===== config.mk =====
export PLATFORM = sky130hd
export DESIGN_NAME = edge_bit_sampler
export DESIGN_NICKNAME = d
export VERILOG_FILES = /design/src/rtl/edge_bit_sampler.sv
export SDC_FILE = /design/constraint.sdc
export NUM_CORES = 1
export LEC_CHECK = 0
export ABC_AREA = 1
export CAP_MARGIN = 5
export CORE_ASPECT_RATIO = 1.5
export CORE_MARGIN = 3
export CORE_UTILIZATION = 35
export CTS_BUF_LIST = sky130_fd_sc_hd__clkbuf_8
export DETAILED_ROUTE_END_ITERATION = 8
export REMOVE_ABC_BUFFERS = 1
export SLEW_MARGIN = 20
export SYNTH_ARGS = -nofsm -noshare
export SYNTH_HDL_FRONTEND = slang
export SYNTH_SLANG_ARGS = --single-unit
export TNS_END_PERCENT = 20

===== constraint.sdc =====
create_clock -name clk -period 4.1 [get_ports clk]
set_input_delay 0.82 -clock clk [delete_from_list [all_inputs] [get_ports clk]]
set_output_delay 0.82 -clock clk [all_outputs]
set_load 0.005 [all_outputs]

===== src/rtl/edge_bit_sampler.sv =====
// rtl/edge_bit_sampler.sv - oversampling bit counter with 3-point majority sampler
//
// Counts clk cycles within each bit period (edge_count) and bit periods
// within a frame (bit_count). It also takes three samples of RX_IN around
// mid-bit and majority-votes them into sampled_bit.
//
// Ports:
//   clk          rising-edge clock
//   rst          synchronous active-low reset
//   RX_IN        serial line, already synchronous to clk
//   prescale     clk cycles per bit; values below 4 are treated as 4
//   cnt_en       counter enable; low clears counters and loads prescale
//   samp_en      sampling enable
//   edge_count   position within the current bit, 1..prescale_q (0 idle)
//   bit_count    bit index within the frame, 0..FRAME_BITS-1
//   sampled_bit  majority-voted value of the last sampled bit
//   sample_done  one-cycle pulse when sampled_bit has just been updated

module edge_bit_sampler #(
  parameter int FRAME_BITS = 11
) (
  input  logic       clk,
  input  logic       rst,
  input  logic       RX_IN,
  input  logic [4:0] prescale,
  input  logic       cnt_en,
  input  logic       samp_en,
  output logic [4:0] edge_count,
  output logic [3:0] bit_count,
  output logic       sampled_bit,
  output logic       sample_done
);

  localparam logic [3:0] LAST_BIT = 4'(FRAME_BITS - 1);

  logic [4:0] prescale_q;
  logic       s1;
  logic       s2;
  logic [4:0] pt1;
  logic [4:0] pt2;
  logic [4:0] pt3;
  logic       vote;

  // Sample points are centred on the middle of the bit. Because prescale_q
  // is at least 4, pt1 is at least 1 and pt3 is always below prescale_q.
  assign pt2  = prescale_q >> 1;
  assign pt1  = pt2 - 5'd1;
  assign pt3  = pt2 + 5'd1;
  assign vote = (s1 & s2) | (s1 & RX_IN) | (s2 & RX_IN);

  always_ff @(posedge clk) begin
    if (!rst) begin
      prescale_q  <= 5'd8;
      edge_count  <= 5'd0;
      bit_count   <= 4'd0;
      sampled_bit <= 1'b1;
      sample_done <= 1'b0;
      s1          <= 1'b0;
      s2          <= 1'b0;
    end else begin
      sample_done <= 1'b0;
      if (!cnt_en) begin
        // Idle or abort: counters and partial samples clear, and sampled_bit
        // keeps its last value. The ratio is reloaded only while idle.
        prescale_q <= (prescale < 5'd4) ? 5'd4 : prescale;
        edge_count <= 5'd0;
        bit_count  <= 4'd0;
        s1         <= 1'b0;
        s2         <= 1'b0;
      end else begin
        if (edge_count == prescale_q) begin
          edge_count <= 5'd1;
          bit_count  <= (bit_count == LAST_BIT) ? 4'd0 : bit_count + 4'd1;
        end else begin
          edge_count <= edge_count + 5'd1;
        end
        if (samp_en) begin
          if (edge_count == pt1) begin
            s1 <= RX_IN;
          end
          if (edge_count == pt2) begin
            s2 <= RX_IN;
          end
          // The third sample is RX_IN itself and is used directly in the vote.
          if (edge_count == pt3) begin
            sampled_bit <= vote;
            sample_done <= 1'b1;
          end
        end
      end
    end
  end

endmodule

==> out/results.tsv, run 1 <==
stage	metric	value	unit
outcome	outcome	finished, final reports clean	
finish	Layout Nets	218	
global_routing	initial antenna violation count	0	
cts	Inserted Clock Buffers	3	
worst_setup_path	Critical Path AT	1.32	ns
synthesis	synthesized flop and latch total	18	
die	site row count	24	
worst_setup_path	Startpoint Class	flip-flop	
finish	commonest non-fill, non-tap cell in the layout	nand2_1	
cts	Bufs on Longest Clock Path	2	
place	DP HPWL	2200	microns
global_routing	met1 Track Usage GR	16.1	%
timing	setup TNS	0	ns
pwr	Final Power	395	uW
cts	Post-CTS Setup Bufs	0	
worst_setup_path	Buf/Inv on CP	1	
finish	commonest non-fill, non-tap cells in the layout	62 x nand2_1, 26 x nor2_1, 23 x inv_1	
worst_setup_path	CP Capture Type	output pin	
flow_run	max-cap violations	0	
cts	CTS Sinks	18	
place	RePlAce Congestion	0.843	
drt	Post-DRT Antenna Nets	0	
die	IO Pins	21	
drt	DRT iter0 DRCs	17	
synthesis	library cells used by synthesis	23	
synthesis	share of the synthesized area in the top cell type	32.1	%
drt	Via density	4.73	
timing	Max Slew Vio Count	0	
timing	Rel. slew slack	77.7	%
min_path	worst min path class	reg -> reg	
place	Place WS	1.86	ns
pwr	power per cell area	278	nW/um^2
synthesis	largest cells by area after synthesis	dfxtp_1 32%, nand2_1 21%, nor2_1 8.7%	
global_routing	GRT Overall Usage	14.9	%
global_routing	grt total ovfl	0	
worst_setup_path	slowest CP cell	clkdlybuf4s50_1	
drt	DRC Markers	0	
finish	number of fill cells	309	
timing	RSZ-0062 raised after global routing	false	
cts	TritonCTS clock tree	built	
pwr	Leakage Power	0.634	nW
timing	Tcrit/Tclk final	52.2	%
place	buffers added on ports	20	
cts	CTS root buf	clkbuf_8	
worst_setup_path	Setup CP Type	reg -> out	
die	Initial Utilization	37.7	%
die	die height	75.3	microns
synthesis	Netlist Area Pre-Place	1120	sq um
drt	vias	1150	
drt	WL per Instance	11.1	microns
finish	post-route cell area	1420	sq um
global_routing	met3 usage	2.15	%
die	total die area	3930	sq um
global_routing	pin count of the biggest net entering global routing	11	
global_routing	gr busiest metal	met2	
timing	worst-margin pin slew	0.332	ns
worst_setup_path	CP top delay family	buffers and inverters	
worst_setup_path	crit-path max cell delay	0.56	ns
cts	cts hold-fix bufs	0	
cts	Post-CTS Resized	0	
cts	Clock Pin Slew Worst Setup and Hold Paths	0.07	ns
synthesis	sequential area share after synthesis	32.1	%
drt	total wire length	2700	microns
synthesis	post-synth top area cell	dfxtp_1	
die	core area	2970	sq um
synthesis	Warnings, synthesis	0	
global_routing	global-route wire length before repair	4490	microns
global_routing	met2 Use GR	28.5	%
place	Placed Area	1370	sq um
pwr	Worst VDD drop	0.000213	V
worst_setup_path	Worst Path Required	3.28	ns
die	Die Wd	52.2	microns
timing	min Tclk post-route	2.14	ns
drt	number of detailed-route iterations in the first pass	4	
finish	sequential cell area	360	sq um
global_routing	vias in the first global route	1112	
timing	Final Hold Viols	0	
cts	H-tree Lvls	1	
finish	area of the multi-input gates	666	sq um
worst_setup_path	worst-path fanout max	8	
timing	Setup WS post-layout	1.96	ns
finish	area growth from synthesis to layout	26.7	%
timing	FMAX	467	MHz
worst_setup_path	CP Cell Sequence	clkdlybuf4s50_1	
finish	ANT cells	0	
timing	Clock Skew	0.00645	ns
synthesis	Synth Instances	181	
finish	layout cells sized above 1	4.90	%
synthesis	Avg Cell Area, Syn	6.19	sq um
finish	Post-Route Utilization	47.8	%
timing	Final setup viols	0	
cts	Clock Latency Late Sink	0.25	ns
[layer usage]
layer	share of wire (%)	vias to the layer above
li1	-	615
met1	43	513
met2	54	16
met3	2.2	6
met4	1.6	0
met5	0	-
[layout make-up]
class | count | share of cell area (%)
clock buffer | 4 | 3.88
inverter | 24 | 6.34
multi-input combinational | 138 | 46.9
sequential | 18 | 25.4
tap | 39 | 3.44
timing repair buffer | 20 | 14.1
[path summary, 6_finish.rpt]
path	end	depth (start not counted)	start	slack, ns
worst max-delay path	edge_count[2]	1	edge_count[2]	1.96
worst min-delay path	sampled_bit	2	sampled_bit	0.47
worst max register to register	s1	10	prescale_q[1]	2.51
worst min register to register	sampled_bit	2	sampled_bit	0.47
[cell usage after synthesis (all sizes together)]
| master | n |
|---|---|
| dfxtp | 18 |
| nor3 | 4 |
| nand2 | 64 |
| ha | 3 |
| a211oi | 1 |
| o31ai | 1 |
| xnor2 | 2 |
| nor2 | 27 |
| inv | 24 |
| xor2 | 4 |
| nand4 | 3 |
| o22ai | 2 |
| nand3b | 2 |
| buf | 1 |
| o21ai | 1 |
| maj3 | 1 |
| nand3 | 16 |
| a21oi | 7 |
[metrics by stage]
| stage | hold WS, ns | instances |
|---|---|---|
| final | 0.468 | 243 |
| after floorplan | 0.444 | 180 |
| after detailed placement | 0.453 | 239 |
| after CTS | 0.469 | 243 |
| after global placement | 0.443 | 239 |
| after global routing | 0.501 | 243 |
[flip-flops by register name, indices dropped and copies added, names as in the netlist]
register	flops
bit_count	4
sample_done	1
prescale_q	5
s2	1
sampled_bit	1
s1	1
edge_count	5
[power by group]
| group | total, mW | leakage [nW] | internal, mW | switching (mW) |
|---|---|---|---|---|
| registers | 0.187 | 0.146 | 0.180 | 0.00746 |
| logic | 0.0657 | 0.459 | 0.0286 | 0.0371 |
| clock network | 0.142 | 0.0288 | 0.0852 | 0.0565 |
| total | 0.395 | 0.634 | 0.294 | 0.101 |
[cell families after synthesis]
kind of cell	after synthesis	share of synthesized area (%)
AO/OA/AOI/OAI	12	6.36
adder cells (fa/ha/maj)	4	4.24
buffers and inverters	25	8.48
flip-flops	18	32.1
AND/OR/NAND/NOR	116	44.1
XOR/XNOR	6	4.69
No activity file was read; power rests on OpenSTA's default activity.
==> inputs of run 2 (changes only) <==
clock period = 1.8 ns   (was 4.1 ns; I/O delays follow)
==> run 2 against run 1 <==
Via count up 2.3%. Critical path type unchanged. Clock skew shrank 0.0048 ns. Highest routed layer unchanged. Final area up 1.6%. Register-to-register slack got worse by 2.3 ns. Worst hold slack lost 0.0066 ns. Routed wire length increased by 5.0%.
==> out/results.tsv, run 2 (same netlist as run 1, synthesis figures left out) <==
stage	metric	value	unit
worst_setup_path	slowest CP cell	clkdlybuf4s50_1	
timing	RSZ-0062 raised after global routing	false	
global_routing	pin count of the biggest net entering global routing	11	
cts	Post-CTS Setup Bufs	0	
cts	cts hold-fix bufs	0	
timing	worst-margin pin slew	0.398	ns
pwr	P_int	674	uW
global_routing	grt total ovfl	0	
drt	WL per Instance	11.5	microns
place	Placed Cells	242	
worst_setup_path	Setup CP Type	reg -> out	
finish	ANT cells	0	
pwr	power per cell area	633	nW/um^2
cts	Bufs on Longest Clock Path	2	
global_routing	global-route wire length before repair	4770	microns
place	Placed Area	1390	sq um
drt	Post-DRT Antenna Nets	0	
cts	H-tree Lvls	1	
drt	DRC Markers	0	
pwr	sequential share of power	46.6	%
min_path	worst min path class	reg -> reg	
place	RePlAce Congestion	0.874	
worst_setup_path	CP top delay family	buffers and inverters	
finish	Final Non-Filler Cells	246	
outcome	outcome	finished, final reports clean	
pwr	Worst VDD drop	0.000585	V
worst_setup_path	CP Cell Sequence	clkdlybuf4s50_1	
die	total die area	3930	sq um
timing	min Tclk post-route	1.69	ns
pwr	Net Sw Frac	26.2	%
cts	Inserted Clock Buffers	3	
drt	DRT iter0 DRCs	24	
place	DP HPWL	2280	microns
worst_setup_path	CP Capture Type	output pin	
timing	setup TNS	0	ns
timing	Final setup viols	0	
cts	CTS root buf	clkbuf_8	
die	die height	75.3	microns
worst_setup_path	crit-path max cell delay	0.57	ns
drt	total wire length	2830	microns
timing	Setup WS post-layout	0.108	ns
timing	Max Slew Vio Count	0	
global_routing	vias in the first global route	1114	
cts	Clock Pin Slew Worst Setup and Hold Paths	0.07	ns
die	site row count	24	
worst_setup_path	worst-path fanout max	7	
pwr	combinational share of power	17.4	%
die	Die Wd	52.2	microns
finish	commonest non-fill, non-tap cell in the layout	nand2_1	
worst_setup_path	Buf/Inv on CP	1	
global_routing	initial antenna violation count	0	
cts	TritonCTS clock tree	built	
cts	Post-CTS Resized	0	
cts	Clock Latency Late Sink	0.25	ns
finish	layout cells sized above 1	6.28	%
pwr	clock share of power	36.0	%
timing	Final Hold Viols	0	
drt	number of detailed-route iterations in the first pass	4	
finish	post-route cell area	1440	sq um
pwr	Leakage Power	0.648	nW
pwr	Final Power	913	uW
flow_run	max-cap violations	0	
timing	Tcrit/Tclk final	94.0	%
finish	area growth from synthesis to layout	28.7	%
timing	Rel. slew slack	73.3	%
die	IO Pins	21	
die	core area	2970	sq um
pwr	P_sw	239	uW
worst_setup_path	Worst Path Required	1.44	ns
global_routing	GRT Overall Usage	15.9	%
drt	Via density	4.78	
finish	commonest non-fill, non-tap cells in the layout	62 x nand2_1, 26 x nor2_1, 23 x inv_1	
cts	CTS Sinks	18	
die	Initial Utilization	37.7	%
timing	Clock Skew	0.00165	ns
worst_setup_path	Critical Path AT	1.33	ns
worst_setup_path	Startpoint Class	flip-flop	
drt	vias	1176	
timing	FMAX	591	MHz
place	Place WS	0.160	ns
finish	top flop regs	edge_count: 5 flops, prescale_q: 5 flops, bit_count: 4 flops	
place	buffers added on ports	20	
finish	Layout Nets	221	
[run 2: changes by cell type in the layout (fill, tap and decap cells not counted)]
| cell | previous run | this run |
|---|---|---|
| buf_4 | 0 | 3 |
[run 2: through the flow]
step | utilization (%) | hold WS (ns)
global route | 48.5 | 0.510
floorplan | - | 0.444
detailed placement | 46.7 | 0.448
global placement | 46.7 | 0.441
CTS | 48.5 | 0.465
finish | 48.5 | 0.462
[run 2: cell type report]
type / instances / area, sq um
Inverter: 24 / 90.1
Fill cell: 313 / 1530
Timing Repair Buffer: 23 / 223
Tap cell: 39 / 48.8
Clock buffer: 4 / 55.1
Multi-Input combinational cell: 138 / 666
Sequential cell: 18 / 360
[run 2: final timing paths]
path                            slack (ns)           from            end  cells past startpoint
worst min register to register        0.46    sampled_bit    sampled_bit                      2
worst min-delay path                  0.46    sampled_bit    sampled_bit                      2
worst max register to register        0.25  prescale_q[2]             s1                     10
worst max-delay path                  0.11  edge_count[4]  edge_count[4]                      1
[run 2: power by group through the flow]
stage	combinational (mW)	clock, mW	sequential (mW)
2_1_floorplan	0.0975	0	0.431
3_3_place_gp	0.157	0	0.433
3_5_place_dp	0.159	0	0.434
4_1_cts	0.160	0.337	0.425
5_1_grt	0.180	0.359	0.426
6_report	0.159	0.329	0.425
[run 2: routing by layer]
metal	GRT usage (%)	part of all wire, %	vias up
met5	0	0	-
met2	28.0	51	29
met1	19.4	44	523
met3	2.74	3.5	6
li1	-	-	618
met4	5.40	1.6	0
